### src/rtl/uart_tx.sv
// -----------------------------------------------------------------------------
// uart_tx : UART serial transmitter.
//
// Sends one frame per accepted request: a start bit (0), dbits data bits
// LSB-first, an optional parity bit, then the stop period (1). Bit timing is
// taken from the shared oversampling tick, the same enable the receiver uses.
// Each bit lasts `sample` tick pulses and the stop period lasts `stop_ticks`
// pulses, however far apart the pulses are.
//
// Parameters
//   dbits      data bits per frame (5..9)
//   sample     tick pulses per bit period (>= 2)
//   stop_ticks tick pulses in the stop period (16/24/32 = 1/1.5/2 stop bits)
//   parity     0 = none, 1 = even, 2 = odd
//
// Ports
//   clk        system clock, rising edge
//   rst        synchronous reset, active low
//   tick       one-clk enable pulse at sample x baud
//   tx_start   send request, honoured only when idle
//   din        word to send, captured on the accepting edge
//   tx         serial line, idle high, registered
//   busy       high while a frame is in progress, registered
//   tx_done    one-clk pulse in the cycle that ends the stop period
// -----------------------------------------------------------------------------
module uart_tx #(
    parameter int dbits      = 8,
    parameter int sample     = 16,
    parameter int stop_ticks = 16,
    parameter int parity     = 0
) (
    input  logic             clk,
    input  logic             rst,
    input  logic             tick,
    input  logic             tx_start,
    input  logic [dbits-1:0] din,
    output logic             tx,
    output logic             busy,
    output logic             tx_done
);

    localparam int tick_max = (sample > stop_ticks) ? sample : stop_ticks;
    localparam int tw       = (tick_max > 1) ? $clog2(tick_max) : 1;
    localparam int bw       = $clog2(dbits + 1);

    typedef enum logic [2:0] {
        IDLE,
        START,
        DATA,
        PARITY,
        STOP
    } state_t;

    state_t             state, state_next;
    logic [tw-1:0]      tick_cnt, tick_cnt_next;
    logic [bw-1:0]      bit_cnt, bit_cnt_next;
    logic [dbits-1:0]   shreg, shreg_next;
    logic               par_bit, par_next;
    logic               tx_next;
    logic               busy_next;

    // End of a regular bit and end of the stop period. Both only fire on a
    // tick cycle, so gaps between ticks never shorten or stretch a bit.
    logic bit_end, stop_end;
    assign bit_end  = tick && (tick_cnt == tw'(sample - 1));
    assign stop_end = tick && (tick_cnt == tw'(stop_ticks - 1));

    // NOTE: every signal driven here gets a default before the case statement,
    // so no path leaves a value unassigned and no latch is inferred.
    always_comb begin
        state_next    = state;
        tick_cnt_next = tick ? tick_cnt + tw'(1) : tick_cnt;
        bit_cnt_next  = bit_cnt;
        shreg_next    = shreg;
        par_next      = par_bit;
        tx_next       = tx;
        tx_done       = 1'b0;

        case (state)
            IDLE: begin
                // Ticks are ignored while idle so the first bit always starts
                // from a clean count.
                tx_next       = 1'b1;
                tick_cnt_next = '0;
                if (tx_start) begin
                    shreg_next = din;
                    par_next   = (^din) ^ 1'(parity == 2);
                    state_next = START;
                    tx_next    = 1'b0;
                end
            end

            START: begin
                if (bit_end) begin
                    tick_cnt_next = '0;
                    bit_cnt_next  = '0;
                    state_next    = DATA;
                    tx_next       = shreg[0];
                end
            end

            DATA: begin
                if (bit_end) begin
                    tick_cnt_next = '0;
                    shreg_next    = shreg >> 1;
                    bit_cnt_next  = bit_cnt + bw'(1);
                    if (bit_cnt == bw'(dbits - 1)) begin
                        if (parity != 0) begin
                            state_next = PARITY;
                            tx_next    = par_bit;
                        end else begin
                            state_next = STOP;
                            tx_next    = 1'b1;
                        end
                    end else begin
                        // The line register shows the bit that the shift
                        // brings into position 0.
                        tx_next = shreg[1];
                    end
                end
            end

            PARITY: begin
                if (bit_end) begin
                    tick_cnt_next = '0;
                    state_next    = STOP;
                    tx_next       = 1'b1;
                end
            end

            STOP: begin
                tx_next = 1'b1;
                if (stop_end) begin
                    // tx_done is seen while the frame still owns the line, so a
                    // request in this same cycle falls into the busy window.
                    tick_cnt_next = '0;
                    tx_done       = 1'b1;
                    state_next    = IDLE;
                end
            end

            default: begin
                state_next    = IDLE;
                tick_cnt_next = '0;
                tx_next       = 1'b1;
            end
        endcase

        busy_next = (state_next != IDLE);
    end

    // NOTE: sequential state uses non-blocking assignments so every register
    // samples the pre-edge values, independent of statement order.
    always_ff @(posedge clk) begin
        if (!rst) begin
            state    <= IDLE;
            tick_cnt <= '0;
            bit_cnt  <= '0;
            shreg    <= '0;
            par_bit  <= 1'b0;
            tx       <= 1'b1;
            busy     <= 1'b0;
        end else begin
            state    <= state_next;
            tick_cnt <= tick_cnt_next;
            bit_cnt  <= bit_cnt_next;
            shreg    <= shreg_next;
            par_bit  <= par_next;
            tx       <= tx_next;
            busy     <= busy_next;
        end
    end

endmodule

### config.mk
export PLATFORM = sky130hd
export DESIGN_NAME = uart_tx
export DESIGN_NICKNAME = d
export VERILOG_FILES = /design/src/rtl/uart_tx.sv
export SDC_FILE = /design/constraint.sdc
export NUM_CORES = 1
export LEC_CHECK = 0
export CORE_MARGIN = 2
export CORE_UTILIZATION = 55
export DETAILED_ROUTE_END_ITERATION = 8
export PLACE_DENSITY = 0.87
export SYNTH_ARGS = -nofsm -noshare
export SYNTH_HDL_FRONTEND = slang
export SYNTH_SLANG_ARGS = --single-unit
export TNS_END_PERCENT = 10
### constraint.sdc
create_clock -name clk -period 4.75 [get_ports clk]
set_clock_uncertainty 0.15 [all_clocks]
set_input_delay 0.95 -clock clk [delete_from_list [all_inputs] [get_ports clk]]
set_output_delay 0.95 -clock clk [all_outputs]
set_load 0.05 [all_outputs]
======== Yosys cells after proc, flatten, opt, wreduce, memory -nomap -nowiden ========
Index checks and enable logic that the tools add are counted.
word-level totals
  register bits after elaboration ......... 21
  bits of input ports ..................... 12
  output and inout bits ................... 3
  word-level logic and storage cells ...... 51
cells by class
  add/subtract/negate cells ............... 2
  equal/unequal tests ..................... 10
  muxes and demuxes ....................... 21
  bitwise gates (word level) .............. 2
  reduce and logical (&&, ||, !) cells .... 10
operator list
  operator               count
  $mux W3                6
  $mux W8                2
  $pmux W8 S2            1
  $pmux W3 S5            1
  $reduce_and A3 Y1      3
  $add A4 B1 Y4 const B  2
  $mux W4                2
  $ne A2 B2 Y1 const B   4
  $pmux W4 S2            1
  $mux W1                7
  $eq A3 B2 Y1 const B   2
  $eq A4 B3 Y1 const B   1
  $eq A4 B4 Y1 const B   1
  $pmux W1 S4            1
  $reduce_bool A2 Y1     2
  $reduce_or A4 Y1       1
  $eq A3 B1 Y1 const B   1
  $eq A3 B3 Y1 const B   1
  $logic_not A3 Y1       1
  $reduce_bool A3 Y1     1
  $reduce_or A3 Y1       1
  $not A1 Y1             2
  $logic_and A1 B1 Y1    1

======== Depth between registers and ports, before layout ========
  word-level depth ........................ 5
  depth in mapped cells ................... 6

======== Least setup slack after synthesis ========
No wires, ideal clock.
  path kind ............................... input -> output
  from .................................... input tick
  to ...................................... output tx_done
  data arrival time ....................... 1.809 ns
  path slack .............................. 1.841 ns
  stages .................................. 2
  buffers on the path ..................... 0
  cell sequence ........................... nand4_2 -> nor2_1
between the ends
  word-level cells in the longest chain between the ends .. 3
ends and longest elaborated chain
  element              line  RTL
  start, declared      34    input logic tick,
  $logic_and A1 B1 Y1  66    assign stop_end = tick && (tick_cnt == tw'(stop_ticks - 1));
  $mux W1              133   if (stop_end) begin
  $mux W1              79    case (state)
  end, declared        39    output logic tx_done
No other way between the ends.

======== Worst setup path after layout ========
Same ends and word-level chain as after synthesis.

==> results.py <==
metrics = {
    "synth": {
        "synth-main-ff-cell": "dfxtp_1",
        "mappedNetlistArea_mm2": 0.00108,
        "yosysWarnings": 0,
        "synth_area_leader_cell": "dfxtp_1",
        "ys_ff_latch": 21,
        "async_flop_share_pct": 0,
        "ys_seq_area_share_pct": 38.9,
        "yosys.cell_count.top_type": "dfxtp_1",
        "netlist-cell-type-count": 39,
        "synth_area_leaders": "dfxtp_1 39%, mux2i_1 8.3%, o211a_1 6.5%, nand3_1 4.6%, o21ai_0 2.8%",
        "synth_cells": 116,
        "synth_area_per_cell_um2": 9.32,
        "synth_enable_flop_cells": 0,
        "netlist.area_leader.share_pct": 38.9,
        "syn_nets": 130,
        "yosys-top-cells-count": "21 x dfxtp_1, 10 x nand3_1, 9 x mux2i_1, 8 x nor2_1, 7 x o211a_1",
    },
    "global_route": {
        "grt_pass1_vias": 836,
        "gr-usage-all-layers_pct": 18.6,
        "grt_antenna_before_repair": 0,
        "grt_max_degree": 18,
        "grt_remaining_overflow": 0,
        "grt_pass1_wl_um": 3530,
    },
    "layout": {
        "drive_above_1_share_pct": 5.51,
        "finalNetCount": 142,
        "areaGrowthSynthToFinish_pct": 15.7,
        "n_antenna_cell": 0,
    },
    "sta": {
        "hold_viol": 0,
        "period_needed_ns": 3.87,
        "setup_viol_count_final": 0,
        "maxSlewHeadroom_pct": 49.6,
        "rsz0062_at_grt": "no",
        "hold_ws_ns": 0.321,
        "period_share_pct": 81.4,
        "tightest_slew_ns": 0.755,
        "slew_viol_final": 0,
        "finalSetupTns_ns": 0,
        "max_freq_mhz": 258,
        "setup_slack_ns": 0.881,
    },
    "hold_path": {
        "min_path_type": "reg -> reg",
    },
    "die": {
        "die_y_um": 48.3,
        "die_area_mm2": 0.00234,
        "top_level_ports": 15,
        "core-area_mm2": 0.00190,
        "start_util_pct": 56.8,
        "rows": 16,
        "die_x_um": 48.3,
    },
    "clock_network": {
        "cts_tree": "done",
        "clock-root-buffer": "clkbuf_4",
        "clk_pin_slew_worst_paths_ns": 0.11,
        "clk_latency_ns": 0.31,
        "cts_setup_buffers": 0,
        "max-clock-path-buffers": 2,
        "cts-buffers-inserted": 3,
        "ctsHoldBuffers": 0,
        "postCtsResizedCells": 0,
        "clock_sinks": 21,
        "ctsHtreeMaxLevel": 1,
    },
    "placed_design": {
        "portBuffers": 14,
        "gp_congestion": 0.819,
        "hpwl_um": 1450,
        "pre_cts_slack_ns": 0.887,
    },
    "worst_setup_path": {
        "cp_max_fo": 8,
        "arrival_ns": 2.77,
        "startpoint_type": "input pin",
        "critical_path_class": "in -> out",
        "crit_chain": "clkdlybuf4s50_1, nand4_2, nor2_1, clkdlybuf4s50_1",
        "end_kind": "output port",
        "worstPathRequired_ns": 3.65,
        "cpMostUsedCell": "clkdlybuf4s50_1",
        "max_stage_delay_ns": 0.80,
        "cp_slowest_cell": "clkdlybuf4s50_1",
    },
    "detailed_routing": {
        "wl_um": 2020,
        "drt_pass1_iterations": 4,
        "drc": 0,
        "via_per_inst": 5.82,
        "drtIter0Drc": 10,
        "wl_per_cell_um": 13.1,
        "vias": 897,
        "antenna_left": 0,
    },
    "power_and_ir_drop": {
        "p_leak_nw": 0.526,
        "powerDensity_mw_per_mm2": 259,
        "ir_worst_vdd_v": 0.000223,
    },
    "outcome": {
        "status": "finished, final reports clean",
    },
    "run": {
        "drv_cap": 0,
    },
}
==> cells by family after synthesis <==
| logic type | count (synthesis) | synth area share, % |
|---|---|---|
| AO/OA/AOI/OAI | 27 | 19.2 |
| buffers and inverters | 12 | 4.51 |
| flip-flops | 21 | 38.9 |
| AND/OR/NAND/NOR | 40 | 22.2 |
| adder cells (fa/ha/maj) | 2 | 2.31 |
| XOR/XNOR | 4 | 3.24 |
| multiplexers | 10 | 9.61 |
==> path summary, 6_finish.rpt <==
check,startpoint,to,slack (ns),depth (start not counted)
setup / recovery,tick,tx_done,0.88,4
hold / removal,shreg[7]$_SDFFE_PN0P_,shreg[7]$_SDFFE_PN0P_,0.32,2
setup reg to reg,state[1]$_SDFF_PN0_,bit_cnt[3]$_SDFFE_PN0P_,2.56,4
hold reg to reg,shreg[7]$_SDFFE_PN0P_,shreg[7]$_SDFFE_PN0P_,0.32,2
==> registers in the layout, summed over array words and instances (netlist names) <==
signal / count
state: 3
tx: 1
shreg: 8
tick_cnt: 4
busy: 1
bit_cnt: 4
==> cells in the final DEF (no fill, tap or decap), types with 2 or more instances in the layout <==
cell type        instances
nor2_1                   8
xnor2_1                  3
ha_1                     2
clkdlybuf4s50_1         14
clkbuf_4                 3
nor3b_1                  3
or3_1                    2
a21oi_1                  3
inv_1                    5
mux2i_1                  9
nand2_1                  4
nand3_1                 10
a21boi_0                 2
o21ai_0                  6
o211a_1                  7
dfxtp_1                 21
nand4_1                  2
==> critical path: cells and delay by family <==
family,cells,cell delay (ns)
buffers and inverters,2,1.39
and+or+nand+nor,2,0.42
==> through the flow <==
step | cells | total power [W] | instance area [µm²] | utilization, %
after floorplan | 116 | 0.000225 | 1080 | -
after global placement | 150 | 0.000242 | 1220 | 64.4
after detailed placement | 150 | 0.000243 | 1220 | 64.4
after CTS | 154 | 0.000326 | 1250 | 65.8
after global routing | 154 | 0.000338 | 1250 | 65.8
final | 154 | 0.000324 | 1250 | 65.8
==> per-layer routing <==
| layer | GRT usage [%] | up-vias | wire [µm] |
|---|---|---|---|
| met5 | 0 | - | 0 |
| met4 | 8.57 | 0 | 43 |
| met3 | 2.16 | 5 | 59 |
| met2 | 32.4 | 18 | 945 |
| met1 | 23.0 | 425 | 976 |
| li1 | - | 449 | - |
==> power by group <==
group	total (W)	switching, W	leakage [nW]	internal [W]
Clock	0.0000841	0.0000513	0.0150	0.0000328
Combinational	0.0000481	0.0000240	0.339	0.0000241
Sequential	0.000191	0.00000665	0.172	0.000185
Total	0.000324	0.0000820	0.526	0.000242
==> area by class of cell <==
cell class              count  area, µm²
inverters                   5       18.8
flip-flops and latches     21        420
well taps                  27       33.8
clock buffers               4       26.3
repair buffers             14        140
multi-input cells          83        612
fillers                   168        651
(Power assumes the default switching activity.)
